[config.mk]
export PLATFORM = sky130hd
export DESIGN_NAME = snax_alu_result_collector
export DESIGN_NICKNAME = d
export VERILOG_FILES = /design/src/rtl/snax_alu_result_collector.sv
export SDC_FILE = /design/constraint.sdc
export NUM_CORES = 2
export LEC_CHECK = 0
export BUFFER_PORTS_ARGS = -buffer_cell sky130_fd_sc_hd__buf_2
export CORE_ASPECT_RATIO = 0.75
export CORE_MARGIN = 2
export CORE_UTILIZATION = 45
export DETAILED_ROUTE_END_ITERATION = 8
export HOLD_SLACK_MARGIN = 0.1
export PLACE_DENSITY = 0.66
export SLEW_MARGIN = 0
export SYNTH_ARGS = -nofsm -noshare
export SYNTH_HDL_FRONTEND = slang
export SYNTH_SLANG_ARGS = --single-unit
export TNS_END_PERCENT = 30
[constraint.sdc]
create_clock -name clk_i -period 14.05 [get_ports clk_i]
set_clock_uncertainty 0.2 [all_clocks]
set_input_delay 1.405 -clock clk_i [delete_from_list [all_inputs] [get_ports clk_i]]
set_output_delay 1.405 -clock clk_i [all_outputs]
set_load 0.02 [all_outputs]
[src/rtl/snax_alu_result_collector.sv]
// Collects 2*DataWidth results from the ALU PE, packs PackNum of them per wide
// beat, queues beats in a small FIFO and pulses done after a programmed count.
module snax_alu_result_collector #(
  parameter int DataWidth = 64,
  parameter int PackNum   = 4,
  parameter int FifoDepth = 2,
  parameter int CntWidth  = 16
) (
  input  logic                             clk_i,
  input  logic                             rst_i,
  input  logic                             start_i,
  input  logic [CntWidth-1:0]              num_results_i,
  input  logic [2*DataWidth-1:0]           c_i,
  input  logic                             c_valid_i,
  output logic                             c_ready_o,
  output logic                             acc_ready_o,
  output logic [PackNum*2*DataWidth-1:0]   out_data_o,
  output logic [PackNum-1:0]               out_strb_o,
  output logic                             out_valid_o,
  input  logic                             out_ready_i,
  output logic                             busy_o,
  output logic                             done_o
);

  localparam int RW   = 2 * DataWidth;
  localparam int BW   = PackNum * RW;
  localparam int IdxW = (PackNum > 1) ? $clog2(PackNum) : 1;
  localparam int PtrW = (FifoDepth > 1) ? $clog2(FifoDepth) : 1;
  localparam int CW   = $clog2(FifoDepth + 1);

  typedef enum logic [1:0] {IDLE, COLLECT, DRAIN} state_t;

  state_t                       r_state;
  state_t                       w_state_next;
  logic [CntWidth-1:0]          r_remaining;
  logic [IdxW-1:0]              r_idx;
  logic [PackNum-1:0][RW-1:0]   r_pack;
  logic                         r_done;

  logic [BW-1:0]                r_mem_data [FifoDepth];
  logic [PackNum-1:0]           r_mem_strb [FifoDepth];
  logic [PtrW-1:0]              r_wr_ptr;
  logic [PtrW-1:0]              r_rd_ptr;
  logic [CW-1:0]                r_count;

  logic                         w_c_ready;
  logic                         w_busy;
  logic                         w_full;
  logic                         w_empty;
  logic                         w_hs;
  logic                         w_last;
  logic                         w_push;
  logic                         w_pop;
  logic                         w_zero_job;
  logic                         w_drain_done;
  logic [BW-1:0]                w_beat_data;
  logic [PackNum-1:0]           w_beat_strb;

  function automatic logic [PtrW-1:0] next_ptr(input logic [PtrW-1:0] p);
    return (p == PtrW'(FifoDepth - 1)) ? '0 : p + PtrW'(1);
  endfunction

  assign w_full       = (r_count == CW'(FifoDepth));
  assign w_empty      = (r_count == '0);
  assign w_hs         = c_valid_i && w_c_ready;
  assign w_last       = (r_remaining == CntWidth'(1));
  assign w_push       = w_hs && ((r_idx == IdxW'(PackNum - 1)) || w_last);
  assign w_pop        = !w_empty && out_ready_i;
  assign w_zero_job   = (r_state == IDLE) && start_i && (num_results_i == '0);
  assign w_drain_done = (r_state == DRAIN) && w_empty;

  // Outgoing beat = pack register with the in-flight result dropped into lane idx.
  for (genvar gi = 0; gi < PackNum; gi++) begin : g_lane
    assign w_beat_data[gi*RW +: RW] = (r_idx == IdxW'(gi)) ? c_i : r_pack[gi];
    assign w_beat_strb[gi]          = (IdxW'(gi) <= r_idx);
  end

  always_ff @(posedge clk_i) begin
    if (rst_i) r_state <= IDLE;
    else       r_state <= w_state_next;
  end

  always_comb begin
    w_state_next = r_state;
    case (r_state)
      IDLE:    if (start_i && (num_results_i != '0)) w_state_next = COLLECT;
      COLLECT: if (w_hs && w_last)                   w_state_next = DRAIN;
      DRAIN:   if (w_empty)                          w_state_next = IDLE;
      default:                                       w_state_next = IDLE;
    endcase
  end

  // Ready depends only on the pre-pop fill level, never on out_ready_i.
  always_comb begin
    w_c_ready = 1'b0;
    w_busy    = 1'b0;
    case (r_state)
      COLLECT: begin
        w_c_ready = !w_full;
        w_busy    = 1'b1;
      end
      DRAIN:   w_busy = 1'b1;
      default: ;
    endcase
  end

  always_ff @(posedge clk_i) begin
    if (rst_i) begin
      r_remaining <= '0;
      r_idx       <= '0;
      r_pack      <= '0;
      r_done      <= 1'b0;
    end else begin
      r_done <= w_zero_job || w_drain_done;
      if ((r_state == IDLE) && start_i) r_remaining <= num_results_i;
      if (w_hs) begin
        r_remaining <= r_remaining - CntWidth'(1);
        if (w_push) begin
          r_idx  <= '0;
          r_pack <= '0;
        end else begin
          r_idx         <= r_idx + IdxW'(1);
          r_pack[r_idx] <= c_i;
        end
      end
    end
  end

  always_ff @(posedge clk_i) begin
    if (w_push) begin
      r_mem_data[r_wr_ptr] <= w_beat_data;
      r_mem_strb[r_wr_ptr] <= w_beat_strb;
    end
  end

  always_ff @(posedge clk_i) begin
    if (rst_i) begin
      r_wr_ptr <= '0;
      r_rd_ptr <= '0;
      r_count  <= '0;
    end else begin
      if (w_push) r_wr_ptr <= next_ptr(r_wr_ptr);
      if (w_pop)  r_rd_ptr <= next_ptr(r_rd_ptr);
      r_count <= r_count + CW'(w_push) - CW'(w_pop);
    end
  end

  assign c_ready_o   = w_c_ready;
  assign acc_ready_o = w_c_ready;
  assign busy_o      = w_busy;
  assign done_o      = r_done;
  assign out_valid_o = !w_empty;
  assign out_data_o  = w_empty ? '0 : r_mem_data[r_rd_ptr];
  assign out_strb_o  = w_empty ? '0 : r_mem_strb[r_rd_ptr];

endmodule
==> After elaboration in Yosys (flattened, before gate mapping) <==
Memories as Yosys holds them, arrays and structs flattened. A register that Yosys moved wholly into a read port is not among the register bits.
Index checks and enable logic that the tools add are counted.
{ "totals": {"regBits": 537, "latchBits": 0, "ram_bits": 1032, "mem_bits_ro": 0, "input_bits": 149, "output_inout_bits": 521, "wordCells": 83, "mem_count": 2} }
{ "op_classes": {"n_addsub": 6, "mul": 0, "n_div": 0, "n_lt_le_gt_ge": 6, "eq_ne": 10, "shift": 0, "n_mux": 27, "n_bitwise": 0, "reduce_logical": 21} }
{ "mem_list": {"columns": ["name", "words", "width", "read_ports", "rd_clocked_by_memory_dff", "write_ports", "line", "rtl"], "rows": [
  ["r_mem_data", 2, 512, 1, 1, 1, "40", "logic [BW-1:0] r_mem_data [FifoDepth];"],
  ["r_mem_strb", 2, 4, 1, 1, 1, "41", "logic [PackNum-1:0] r_mem_strb [FifoDepth];"]
]} }
{ "ops": {"columns": ["operator", "n"], "rows": [
  ["2-to-1 mux 512 bit", 2],
  ["2-to-1 mux 128 bit", 5],
  ["bitwise mux 512 bit", 1],
  ["demux 128 bit (select 2 bit)", 1],
  ["2-to-1 mux 16 bit", 2],
  ["== test 16 x 1 -> 1 bit (second input constant)", 1],
  ["zero test 16 bit", 1],
  ["nonzero test 16 bit", 1],
  ["subtractor 16 x 1 -> 16 bit (second input constant)", 1],
  ["2-to-1 mux 1 bit", 10],
  ["logical AND 1 bit", 9],
  ["== test 2 bit (second input constant)", 4],
  ["2-to-1 mux 2 bit", 4],
  ["zero test 2 bit", 3],
  ["!= test 2 bit (second input constant)", 3],
  ["case mux 2 bit (3 select lines)", 1],
  ["== test 2 x 1 -> 1 bit (second input constant)", 2],
  ["less-or-equal comparator 1 x 2 -> 1 bit (first input constant)", 2],
  ["less-or-equal comparator 2 bit (first input constant)", 2],
  ["2-to-1 mux 4 bit", 1],
  ["less-than comparator 2 x 3 -> 1 bit (second input constant)", 1],
  ["AND reduction 3 bit", 1],
  ["adder 1 bit (second input constant)", 2],
  ["adder 2 x 1 -> 2 bit", 1],
  ["7 further kinds", 9]
]} }

==> Logic depth before layout (Yosys ltp) <==
{ "logic_depth": {"ltp_word": 7, "depth_mapped": 11, "mapped_depth_nobuf": 11} }

==> Least setup slack after synthesis <==
Ideal clock, no wire load.
{ "synth_path": {"path_type": "in2reg", "startpoint": "input port c_valid_i", "endpoint": "memory r_mem_data[1][0] in the netlist's numbering, enable pin", "setup_ns": 0.949, "t_arrival_ns": 13.996, "required_time_ns": 12.901, "slack_ns": -1.095, "stages": 4, "path_buffers": 2, "path_cell_list": "and3_1 -> clkbuf_1 -> buf_1 -> and3_1"} }
{ "synth_via": {"elab_chain_cells": 4} }
{ "synth_lines": {"columns": ["element", "line", "rtl"], "rows": [
  ["start, declared", "14", "input logic c_valid_i,"],
  ["logical AND 1 bit", "65", "assign w_hs = c_valid_i && w_c_ready;"],
  ["logical AND 1 bit", "67", "assign w_push = w_hs && ((r_idx == IdxW'(PackNum - 1)) || w_last);"],
  ["2-to-1 mux 1 bit", "130", "if (w_push) begin"],
  ["2-to-1 mux 1 bit (not written as such)", "131", "r_mem_data[r_wr_ptr] <= w_beat_data;"],
  ["end, declared", "40", null]
]} }
No other way between the ends.

==> reports/metrics.cfg <==
[cts]
cts_tree=built
cts_hold_buf=0
cts_resized=0
clock-sinks=1568
cts_buffers=152
cts_max_level=4
clock_latency_ns=0.79
post_cts_buffers=0
cts_root_buf=clkbuf_16
cts.path.max_buffers=3
clkSlewWorstSetupHoldPaths_ns=0.06

[sta]
finalSetupViolations=0
fin_crit_sh_pct=44.9
hold_ws_ns=0.252
max_slew_margin_pct=11.2
fin_setup_tns_ns=0
fmax_mhz=158
worstMarginPinSlew_ns=1.33
hold_viol=0
drv_slew=0
rsz0062_at_grt=no
post-route-min-period_ns=6.32

[critical_path]
critPathKind=flop to output port
cp-start-kind=flop
required_ns=12.44
path_cells=buf_12, buf_4, buf_4, mux2i_1, nor2_1, buf_2
arrival_ns=4.71
crit_family=buffers and inverters
cpMostUsedCell=buf_4
cp.buffers_inverters=4
end_kind=output port
crit_path_max_incr_delay_ns=0.95
critPathSlowestCell=buf_4
cp_max_fo=128

[synth]
yosysWarnings=0
synth.net_count=4800
async_flop_share_pct=0
yosysTopAreaCell=edfxtp_1
syn_inst=4639
synth-edff-count=1030
yosysTopAreaCellShare_pct=49.5
yosysSeqAreaShare_pct=66.8
synth_commonest_cells=edfxtp_1, nor2_1, dfxtp_1
yosys-top-cells-area=edfxtp_1, dfxtp_1, mux2_2
ys.flop_type=edfxtp_1
synth.most_common_cell=edfxtp_1
synth.distinct_cells=50
avgSynthCellArea_um2=13.5
ys_ff_latch=1568
netlist_area_mm2=0.0624

[cells_and_area]
fin_cells=7176
final_util_pct=52.5
num-nets-final=5340
drive_gt1_share_pct=27.8
syn_to_final_growth_pct=15.9

[status]
status=finished clean

[global_route]
grt_pass1_vias=37700
gr-total-overflow=0
grt_max_degree=197
grt_pass1_wl_mm=243
grt_antenna_before_repair=11
grt_util_all_layers_pct=22.6

[routing]
wl_per_cell_um=23.1
via_per_inst=5.45
drc=0
drt_iter0_markers=3557
wl_mm=166
vias=39100
dr.pass1.iters=6
detail-route-antenna-nets=0

[worst_hold_path]
min_path_type=flop to flop

[placement]
hpwlAfterDp_mm=100
dp.cells=6885
gp_congestion=0.832
io_buffers=669

[pwr]
leakage_nw=26.5
power_density_mw_per_mm2=165
ir_worst_vdd_v=0.000145

[die]
die_h_um=327
rows=118
io_pins=670
initial_core_util_pct=45.3
die_area_mm2=0.142
die_x_um=434
design.core.area_mm2=0.138

[flow_run]
max-cap-violations=0

[registers in the layout (all words and copies together), names as in the netlist, named ones only]
signal,cells
r_pack,512
r_state,2
done_o,1
r_mem_strb,6
r_remaining,16
r_idx,2
r_wr_ptr,1
r_mem_data,1024
r_count,2
r_rd_ptr,1
[report_power, final]
group | switching [W] | total [W] | internal, W
sequential | 0.0000625 | 0.00511 | 0.00504
combinational | 0.00195 | 0.00277 | 0.000820
clock | 0.00174 | 0.00409 | 0.00235
total | 0.00375 | 0.0120 | 0.00821
[placed cells by master, fill, tap and decap left out, types with 5 or more instances in the layout]
cell type,netlist,final
ha_1,12,8
clkbuf_1,221,38
edfxtp_1,1030,1030
nor3_1,12,12
nor4_1,5,5
bufinv_16,0,11
and2_1,130,130
a31oi_1,8,8
nand2_1,135,135
buf_2,46,668
a21oi_1,143,142
clkinvlp_4,0,6
mux2i_1,519,519
buf_4,2,50
o21ai_0,135,135
inv_1,12,11
clkbuf_8,0,17
clkinv_2,0,18
diode_2,0,8
a22oi_1,259,259
nand3_1,7,6
clkinv_1,0,24
nand2b_1,7,7
dfxtp_1,538,537
nor2_1,794,793
mux2_2,514,514
clkbuf_16,0,157
[final cells by class]
class	count	area, um^2
fill	11600	65500
sequential	1568	41700
multi-input combinational	2722	19500
clock buffer	212	4310
timing repair buffer	723	3810
tap	1860	2330
clock inverter	71	691
inverter	12	52.6
antenna	8	20.0
[stage by stage]
step	total power [W]	area, um^2	setup slack (ns)
finish	0.0120	72400	7.73
global route	0.0124	72400	7.48
CTS	0.0121	72400	7.66
detailed placement	0.00799	67400	7.77
global placement	0.00796	67400	7.81
floorplan	0.00700	62400	0.753
[cell families after synthesis]
kind of cell	Yosys count	synth area share, %
DFF	1568	66.8
adders and majority gates	12	0.240
muxes	1033	17.6
and+or+nand+nor	1108	7.40
buffers and inverters	349	2.20
AOI/OAI and AO/OA	567	5.75
xor gates and xnor gates	2	0.0281
[routing by layer]
metal	share of wire [%]	wire length, um	vias up	global-route usage (%)
met2	47	78000	1272	35.8
met5	0.013	21	-	0
met4	2.5	4110	4	6.99
li1	-	-	17900	-
met1	44	73200	19700	31.6
met3	6.3	10400	237	4.14
[worst paths after layout]
path | startpoint | to | slack [ns] | depth (start not counted)
min | r_pack[506] | r_pack[506] | 0.25 | 1
min reg2reg | r_pack[506] | r_pack[506] | 0.25 | 1
max | flop | out_data_o[210] | 7.73 | 6
max reg2reg | r_remaining[0] | r_mem_data[1][463] | 8.38 | 8
No activity file was read; power rests on OpenSTA's default activity.
